`src/rtl/branch_resolver_if.sv`:
```
// EX-stage control-flow bundle: resolved-instruction inputs, predictor update,
// fetch redirect and performance counters of the branch resolver.
interface branch_resolver_if #(
    parameter int CNT_W = 32
);
    logic             ex_valid;
    logic             ex_stall;
    logic             ex_is_branch;
    logic             ex_is_jal;
    logic             ex_is_jalr;
    logic [2:0]       ex_funct3;
    logic [31:0]      rs1_e;
    logic [31:0]      rs2_e;
    logic [31:0]      imm_e;
    logic [31:0]      pc_e;
    logic             pred_taken_e;
    logic [31:0]      pred_target_e;

    logic             cflow_valid;
    logic             cflow_taken;
    logic [31:0]      cflow_target;
    logic             redirect_valid;
    logic [31:0]      redirect_pc;
    logic             flush_fd;
    logic [CNT_W-1:0] branch_cnt;
    logic [CNT_W-1:0] mispred_cnt;

    modport master (
        output ex_valid, ex_stall, ex_is_branch, ex_is_jal, ex_is_jalr, ex_funct3,
               rs1_e, rs2_e, imm_e, pc_e, pred_taken_e, pred_target_e,
        input  cflow_valid, cflow_taken, cflow_target, redirect_valid, redirect_pc,
               flush_fd, branch_cnt, mispred_cnt
    );

    modport slave (
        input  ex_valid, ex_stall, ex_is_branch, ex_is_jal, ex_is_jalr, ex_funct3,
               rs1_e, rs2_e, imm_e, pc_e, pred_taken_e, pred_target_e,
        output cflow_valid, cflow_taken, cflow_target, redirect_valid, redirect_pc,
               flush_fd, branch_cnt, mispred_cnt
    );
endinterface

```
`src/rtl/branch_resolver.sv`:
```
// Resolves EX control flow against the IF prediction, drives the predictor update
// port, and issues a one-cycle registered redirect/flush on mispredict.
module branch_resolver #(
    parameter int CNT_W = 32
) (
    input logic              clk,
    input logic              start,
    branch_resolver_if.slave bus
);
    typedef enum logic {
        RUN    = 1'b0,
        SHADOW = 1'b1
    } state_e;

    state_e           state_q;
    state_e           state_d;
    logic             cond_taken;
    logic             is_cflow;
    logic             act_taken;
    logic [31:0]      act_target;
    logic [31:0]      jalr_sum;
    logic [31:0]      correct_pc;
    logic             live;
    logic             mispredict;
    logic             redirect_q;
    logic             flush_q;
    logic [31:0]      redirect_pc_q;
    logic [CNT_W-1:0] branch_q;
    logic [CNT_W-1:0] mispred_q;

    // NOTE: every signal gets a default before the case so no path leaves it
    // unassigned; a missing default here would infer a latch.
    always_comb begin
        cond_taken = 1'b0;
        unique case (bus.ex_funct3)
            3'b000:  cond_taken = (bus.rs1_e == bus.rs2_e);
            3'b001:  cond_taken = (bus.rs1_e != bus.rs2_e);
            3'b100:  cond_taken = ($signed(bus.rs1_e) <  $signed(bus.rs2_e));
            3'b101:  cond_taken = ($signed(bus.rs1_e) >= $signed(bus.rs2_e));
            3'b110:  cond_taken = (bus.rs1_e <  bus.rs2_e);
            3'b111:  cond_taken = (bus.rs1_e >= bus.rs2_e);
            default: cond_taken = 1'b0;
        endcase
    end

    assign is_cflow   = bus.ex_is_branch | bus.ex_is_jal | bus.ex_is_jalr;
    assign act_taken  = (bus.ex_is_branch & cond_taken) | bus.ex_is_jal | bus.ex_is_jalr;
    assign jalr_sum   = bus.rs1_e + bus.imm_e;
    assign act_target = bus.ex_is_jalr ? {jalr_sum[31:1], 1'b0} : bus.pc_e + bus.imm_e;
    assign correct_pc = act_taken ? act_target : bus.pc_e + 32'd4;

    // Reset is folded in so the update strobe stays quiet while start is low.
    assign live = start & bus.ex_valid & ~bus.ex_stall & (state_q == RUN);

    // A non-control-flow instruction predicted taken is a BTB alias: act_taken is 0.
    always_comb begin
        mispredict = 1'b0;
        if (live) begin
            if (is_cflow) begin
                mispredict = (bus.pred_taken_e != act_taken) ||
                             (act_taken && (bus.pred_target_e != act_target));
            end else begin
                mispredict = bus.pred_taken_e;
            end
        end
    end

    always_comb begin
        state_d = state_q;
        unique case (state_q)
            RUN:    if (mispredict) state_d = SHADOW;
            SHADOW: if (!bus.ex_stall || !bus.ex_valid) state_d = RUN;
            default: state_d = RUN;
        endcase
    end

    // NOTE: sequential state uses non-blocking assignments so every register
    // samples pre-edge values regardless of statement order.
    always_ff @(posedge clk or negedge start) begin
        if (!start) begin
            state_q       <= RUN;
            redirect_q    <= 1'b0;
            flush_q       <= 1'b0;
            redirect_pc_q <= 32'd0;
            branch_q      <= '0;
            mispred_q     <= '0;
        end else begin
            state_q    <= state_d;
            redirect_q <= mispredict;
            flush_q    <= mispredict;
            if (mispredict) begin
                redirect_pc_q <= correct_pc;
                mispred_q     <= mispred_q + 1'b1;
            end
            if (live && is_cflow) begin
                branch_q <= branch_q + 1'b1;
            end
        end
    end

    assign bus.cflow_valid    = live & is_cflow;
    assign bus.cflow_taken    = bus.cflow_valid & act_taken;
    assign bus.cflow_target   = bus.cflow_valid ? act_target : 32'd0;
    assign bus.redirect_valid = redirect_q;
    assign bus.redirect_pc    = redirect_pc_q;
    assign bus.flush_fd       = flush_q;
    assign bus.branch_cnt     = branch_q;
    assign bus.mispred_cnt    = mispred_q;
endmodule

```
`src/flat_wrapper.sv`:
```
// flat-port wrapper written by rule: the top's interface ports become plain ports
module branch_resolver_flat 
#(
    parameter int CNT_W = 32
)
  (clk, start, bus_ex_valid, bus_ex_stall, bus_ex_is_branch, bus_ex_is_jal, bus_ex_is_jalr, bus_ex_funct3, bus_rs1_e, bus_rs2_e, bus_imm_e, bus_pc_e, bus_pred_taken_e, bus_pred_target_e, bus_cflow_valid, bus_cflow_taken, bus_cflow_target, bus_redirect_valid, bus_redirect_pc, bus_flush_fd, bus_branch_cnt, bus_mispred_cnt);
  branch_resolver_if #(.CNT_W(CNT_W)) bus_i ();
  input logic clk;
  input logic start;
  input wire logic [$bits(bus_i.ex_valid)-1:0] bus_ex_valid;
  input wire logic [$bits(bus_i.ex_stall)-1:0] bus_ex_stall;
  input wire logic [$bits(bus_i.ex_is_branch)-1:0] bus_ex_is_branch;
  input wire logic [$bits(bus_i.ex_is_jal)-1:0] bus_ex_is_jal;
  input wire logic [$bits(bus_i.ex_is_jalr)-1:0] bus_ex_is_jalr;
  input wire logic [$bits(bus_i.ex_funct3)-1:0] bus_ex_funct3;
  input wire logic [$bits(bus_i.rs1_e)-1:0] bus_rs1_e;
  input wire logic [$bits(bus_i.rs2_e)-1:0] bus_rs2_e;
  input wire logic [$bits(bus_i.imm_e)-1:0] bus_imm_e;
  input wire logic [$bits(bus_i.pc_e)-1:0] bus_pc_e;
  input wire logic [$bits(bus_i.pred_taken_e)-1:0] bus_pred_taken_e;
  input wire logic [$bits(bus_i.pred_target_e)-1:0] bus_pred_target_e;
  output wire logic [$bits(bus_i.cflow_valid)-1:0] bus_cflow_valid;
  output wire logic [$bits(bus_i.cflow_taken)-1:0] bus_cflow_taken;
  output wire logic [$bits(bus_i.cflow_target)-1:0] bus_cflow_target;
  output wire logic [$bits(bus_i.redirect_valid)-1:0] bus_redirect_valid;
  output wire logic [$bits(bus_i.redirect_pc)-1:0] bus_redirect_pc;
  output wire logic [$bits(bus_i.flush_fd)-1:0] bus_flush_fd;
  output wire logic [$bits(bus_i.branch_cnt)-1:0] bus_branch_cnt;
  output wire logic [$bits(bus_i.mispred_cnt)-1:0] bus_mispred_cnt;
  assign bus_i.ex_valid = bus_ex_valid;
  assign bus_i.ex_stall = bus_ex_stall;
  assign bus_i.ex_is_branch = bus_ex_is_branch;
  assign bus_i.ex_is_jal = bus_ex_is_jal;
  assign bus_i.ex_is_jalr = bus_ex_is_jalr;
  assign bus_i.ex_funct3 = bus_ex_funct3;
  assign bus_i.rs1_e = bus_rs1_e;
  assign bus_i.rs2_e = bus_rs2_e;
  assign bus_i.imm_e = bus_imm_e;
  assign bus_i.pc_e = bus_pc_e;
  assign bus_i.pred_taken_e = bus_pred_taken_e;
  assign bus_i.pred_target_e = bus_pred_target_e;
  assign bus_cflow_valid = bus_i.cflow_valid;
  assign bus_cflow_taken = bus_i.cflow_taken;
  assign bus_cflow_target = bus_i.cflow_target;
  assign bus_redirect_valid = bus_i.redirect_valid;
  assign bus_redirect_pc = bus_i.redirect_pc;
  assign bus_flush_fd = bus_i.flush_fd;
  assign bus_branch_cnt = bus_i.branch_cnt;
  assign bus_mispred_cnt = bus_i.mispred_cnt;
  branch_resolver #(.CNT_W(CNT_W)) u_core (.clk(clk), .start(start), .bus(bus_i));
endmodule
```
`config.mk`:
```
export PLATFORM = sky130hd
export DESIGN_NAME = branch_resolver_flat
export DESIGN_NICKNAME = d
export VERILOG_FILES = /design/src/rtl/branch_resolver_if.sv /design/src/rtl/branch_resolver.sv /design/src/flat_wrapper.sv
export SDC_FILE = /design/constraint.sdc
export NUM_CORES = 1
export LEC_CHECK = 0
export CORE_ASPECT_RATIO = 1.5
export CORE_MARGIN = 5
export CORE_UTILIZATION = 38
export CTS_CLUSTER_DIAMETER = 150
export CTS_CLUSTER_SIZE = 16
export DETAILED_ROUTE_END_ITERATION = 12
export MAX_ROUTING_LAYER = met4
export PLACE_DENSITY = 0.79
export SLEW_MARGIN = 20
export SYNTH_ARGS = -nofsm -noshare
export SYNTH_HDL_FRONTEND = slang
export SYNTH_SLANG_ARGS = --single-unit
```
`constraint.sdc`:
```
create_clock -name clk -period 3.59 [get_ports clk]
set_input_delay 0.718 -clock clk [delete_from_list [all_inputs] [get_ports clk]]
set_output_delay 0.718 -clock clk [all_outputs]
set_load 0.05 [all_outputs]
```
==> run summary <==
Peak fanout along the critical path: 5
Number of global-route vias before repair: 16200
Critical Path RT: 3.87 ns
Mean post-synth cell area: 7.60 um2
WL/cell: 22.8 um
CTS tree: yes
Synth area leaders: dfrtp_1 21%, ha_1 10%, xnor2_1 7.7%
Row count: 79
Post-Synthesis Cells: 1567
Die H: 227 um
Crit Path Class: in2reg
Max_cap viols: 0
Worst VDD drop: 0.000267 V
Bufs on Longest Clock Path: 2
DR vias/cell: 6.00
Synth Register Bits: 98
Clock sink count: 98
Seq/Total Area, Yosys: 20.6%
Status: finished with violations
GRT Total Usage: 32.1%
CTS root buffer: clkbuf_16
Syn_nets: 1836
Placer Congestion: 0.989
CP Cell Sequence: buf_8 -> ha_4 -> fa_2 -> a21o_1 -> a221o_2 -> a221oi_4 -> or3_1 -> a21oi_2 -> or3_4 -> a211o_1 -> nor4_2 -> nand4_1 -> o21ai_4 -> buf_12 -> buf_4 -> buf_8 -> nand2b_4 -> xnor2_2
Initial antenna violation count: 11
Fin. Hold Viols: 0
Crit-path most repeated cell: buf_8
Max-slew headroom: 35.2%
Post-Place Cells: 2631
CP peak stage delay: 0.44 ns
Slowest CP cell: a221o_2
DRC violations left: 0
Total CTS buffers: 9
Final net count: 2600
Cell area after synthesis: 11900 um2
Crit path capture type: flip-flop
Yosys warns: 0
Gr ovfl total: 0
CP top delay family: compound AO/OA/AOI/OAI gates
Clock edge transition at the registers on the reported setup and hold paths: 0.07 ns
Final ANT Viol Nets: 0
Final Max Slew Viols: 0
Share of the synthesized area in the top cell type: 20.6%
Setup Viol. Count Final: 94
H-tree depth: 3
Cts hold-fix bufs: 0
Leak: 10.1 nW
IO buf count: 302
Yosys top cell by area: dfrtp_1
Crit path buf inv count: 4
First-pass GRT wire length: 87500 um
Distinct cell type count after synthesis: 83
Post-synth EDFFs: 0
PwrDens: 324 nW/um2
Synth-to-layout area growth: 96.6%
Die W: 155 um
Layout Skew: 0.0102 ns
Tcrit/Tclk final: 122%
Fmax: 227 MHz
DR iter-0 viols: 1340
Startpoint types: input port
Total wire length: 62700 um
IO Pins: 303
Crit path time final: 4.40 ns
Largest net degree at the start of global routing: 70
Setup tns final: -58.72 ns
Skew-Pair Late Insertion Delay: 0.36 ns
Hold Crit Class: in2async
Starting density of the core: 38.4%
Layout cell share with drive strength beyond 1: 47.1%
Vias post-DR: 16500
Async SR Flop Fraction: 100%
Post-DP HPWL: 43000 um
RSZ-0062 raised after global routing: true
Final worst setup slack: -0.807 ns
Drt pass-1 iters: 8
Main synth FF type: dfrtp_1
Core Footprint: 31000 um2
Violated checks: setup timing
Final non-filler cell total: 2752
Worst-margin pin slew: 0.969 ns
CP arrival: 4.68 ns
Die Outline Area: 35100 um2
## synth_stat cells (14+ instances only)
cell type / n
nand2_1: 161
a21oi_1: 123
nand4_1: 27
a211o_1: 14
or3_1: 26
xor2_1: 70
mux2i_1: 16
clkbuf_1: 57
dfrtp_1: 98
ha_1: 96
xnor2_1: 105
nor4_1: 14
inv_1: 63
a21o_1: 27
nand3_1: 71
nor2_1: 148
a211oi_1: 18
and3_1: 32
nor3_1: 49
o21ai_0: 96
## layout by cell type (no fill, tap or decap), types with 14 or more instances in the layout
cell | netlist | layout
xnor2_1 | 105 | 85
dlygate4sd2_1 | 0 | 41
nor2_1 | 148 | 96
nand4_1 | 27 | 27
o21ai_0 | 96 | 32
nand2_1 | 161 | 124
inv_1 | 63 | 42
clkdlybuf4s50_1 | 0 | 155
dfrtp_1 | 98 | 98
xor2_1 | 70 | 59
nor2_2 | 0 | 18
nand2_2 | 0 | 23
buf_4 | 2 | 443
o21ai_2 | 0 | 39
a21oi_2 | 0 | 22
a21oi_1 | 123 | 81
and3_1 | 32 | 28
ha_4 | 0 | 70
buf_2 | 13 | 29
nand3_1 | 71 | 66
nand2_4 | 0 | 14
inv_2 | 0 | 20
a21oi_4 | 0 | 20
nor2_4 | 0 | 34
clkdlybuf4s15_2 | 0 | 14
nor3_2 | 0 | 16
ha_1 | 96 | 19
or3_1 | 26 | 21
nor3_1 | 49 | 21
a21o_1 | 27 | 24
buf_12 | 0 | 43
buf_6 | 5 | 74
o21ai_1 | 8 | 23
## metrics by stage
stage	hold slack (ns)	total power, mW	setup WS [ns]	cell area [um2]	util (%)
floorplan	0.422	3.63	-0.766	12600	-
detailed placement	0.475	5.51	-1.89	19400	62.5
global placement	0.466	5.45	-1.83	19400	62.5
global route	0.410	7.88	-0.893	23400	75.5
CTS	0.384	7.04	-0.686	22300	72.0
finish	0.385	7.60	-0.807	23400	75.5
## flip-flops by register name, indices dropped and copies added (netlist names)
name,cells
u_core.bus.branch_cnt,32
u_core.bus.redirect_pc,32
u_core.state_q,1
u_core.bus.mispred_cnt,32
u_core.bus.redirect_valid,1
## final timing paths
| check | startpoint | end | slack (ns) | cells past startpoint |
|---|---|---|---|---|
| worst max-delay path | bus_imm_e[0] | u_core.bus.mispred_cnt[4] | -0.81 | 18 |
| worst min-delay path | start | u_core.bus.branch_cnt[30] | 0.39 | 2 |
| worst max register to register | u_core.bus.mispred_cnt[6] | u_core.bus.mispred_cnt[25] | -0.05 | 12 |
| worst min register to register | u_core.bus.redirect_pc[4] | u_core.bus.redirect_pc[4] | 0.49 | 2 |
| max in group asynchronous | start | u_core.bus.redirect_valid | 2.01 | 3 |
| min in group clk | u_core.bus.redirect_pc[4] | u_core.bus.redirect_pc[4] | 0.49 | 2 |
## layout make-up
class | count | area, um2
clock buffers | 11 | 243
flip-flops and latches | 98 | 2450
repair buffers | 835 | 7700
fillers | 1983 | 7620
diodes | 11 | 27.5
multi-input cells | 1324 | 12200
well taps | 405 | 507
inverters | 63 | 240
clock inverters | 5 | 43.8
## worst register-to-register path, stage by stage (launching register included)
cell,delay [ns]
dfrtp_1,0.41
and3_1,0.25
nand3_1,0.24
nor2_1,0.26
and3_1,0.25
nand3_1,0.20
nor2_1,0.29
nand3_1,0.28
nor2_1,0.23
nand3_1,0.26
or3_1,0.49
nor4_4,0.25
xor2_1,0.17
## report_power, final
group	total [mW]	switching [mW]	internal [mW]
combinational	5.15	2.83	2.32
sequential	1.50	0.217	1.29
clock	0.943	0.444	0.499
## kinds of logic (layout without fill, tap and decap cells)
kind of cell | Yosys count | count (layout) | synth area share, %
other | 0 | 11 | 0
and+or+nand+nor | 608 | 608 | 25.0
DFF | 98 | 98 | 20.6
AOI/OAI and AO/OA | 415 | 415 | 22.9
buffers and inverters | 145 | 914 | 5.08
xor gates and xnor gates | 182 | 182 | 14.2
muxes | 21 | 21 | 1.82
adders and majority gates | 98 | 98 | 10.4
## timing repair
item | CTS | global route
endpoints found under the setup margin | 95 | 94
setup buffers | 66 | 46
cloned | 5 | 3
resized for setup | 669 | 224
hold endpoints to repair | 0 | 0
pin swaps | 198 | 155
## layer usage
metal  up-vias  routed length (um)  global-route usage (%)
met3       389                4150                    3.21
met4         0                5820                    20.9
met1      7915               21400                    33.3
li1       7226                   -                       -
met2       995               31400                    57.7
met5         -                   0                       -
(Power assumes the default switching activity.)
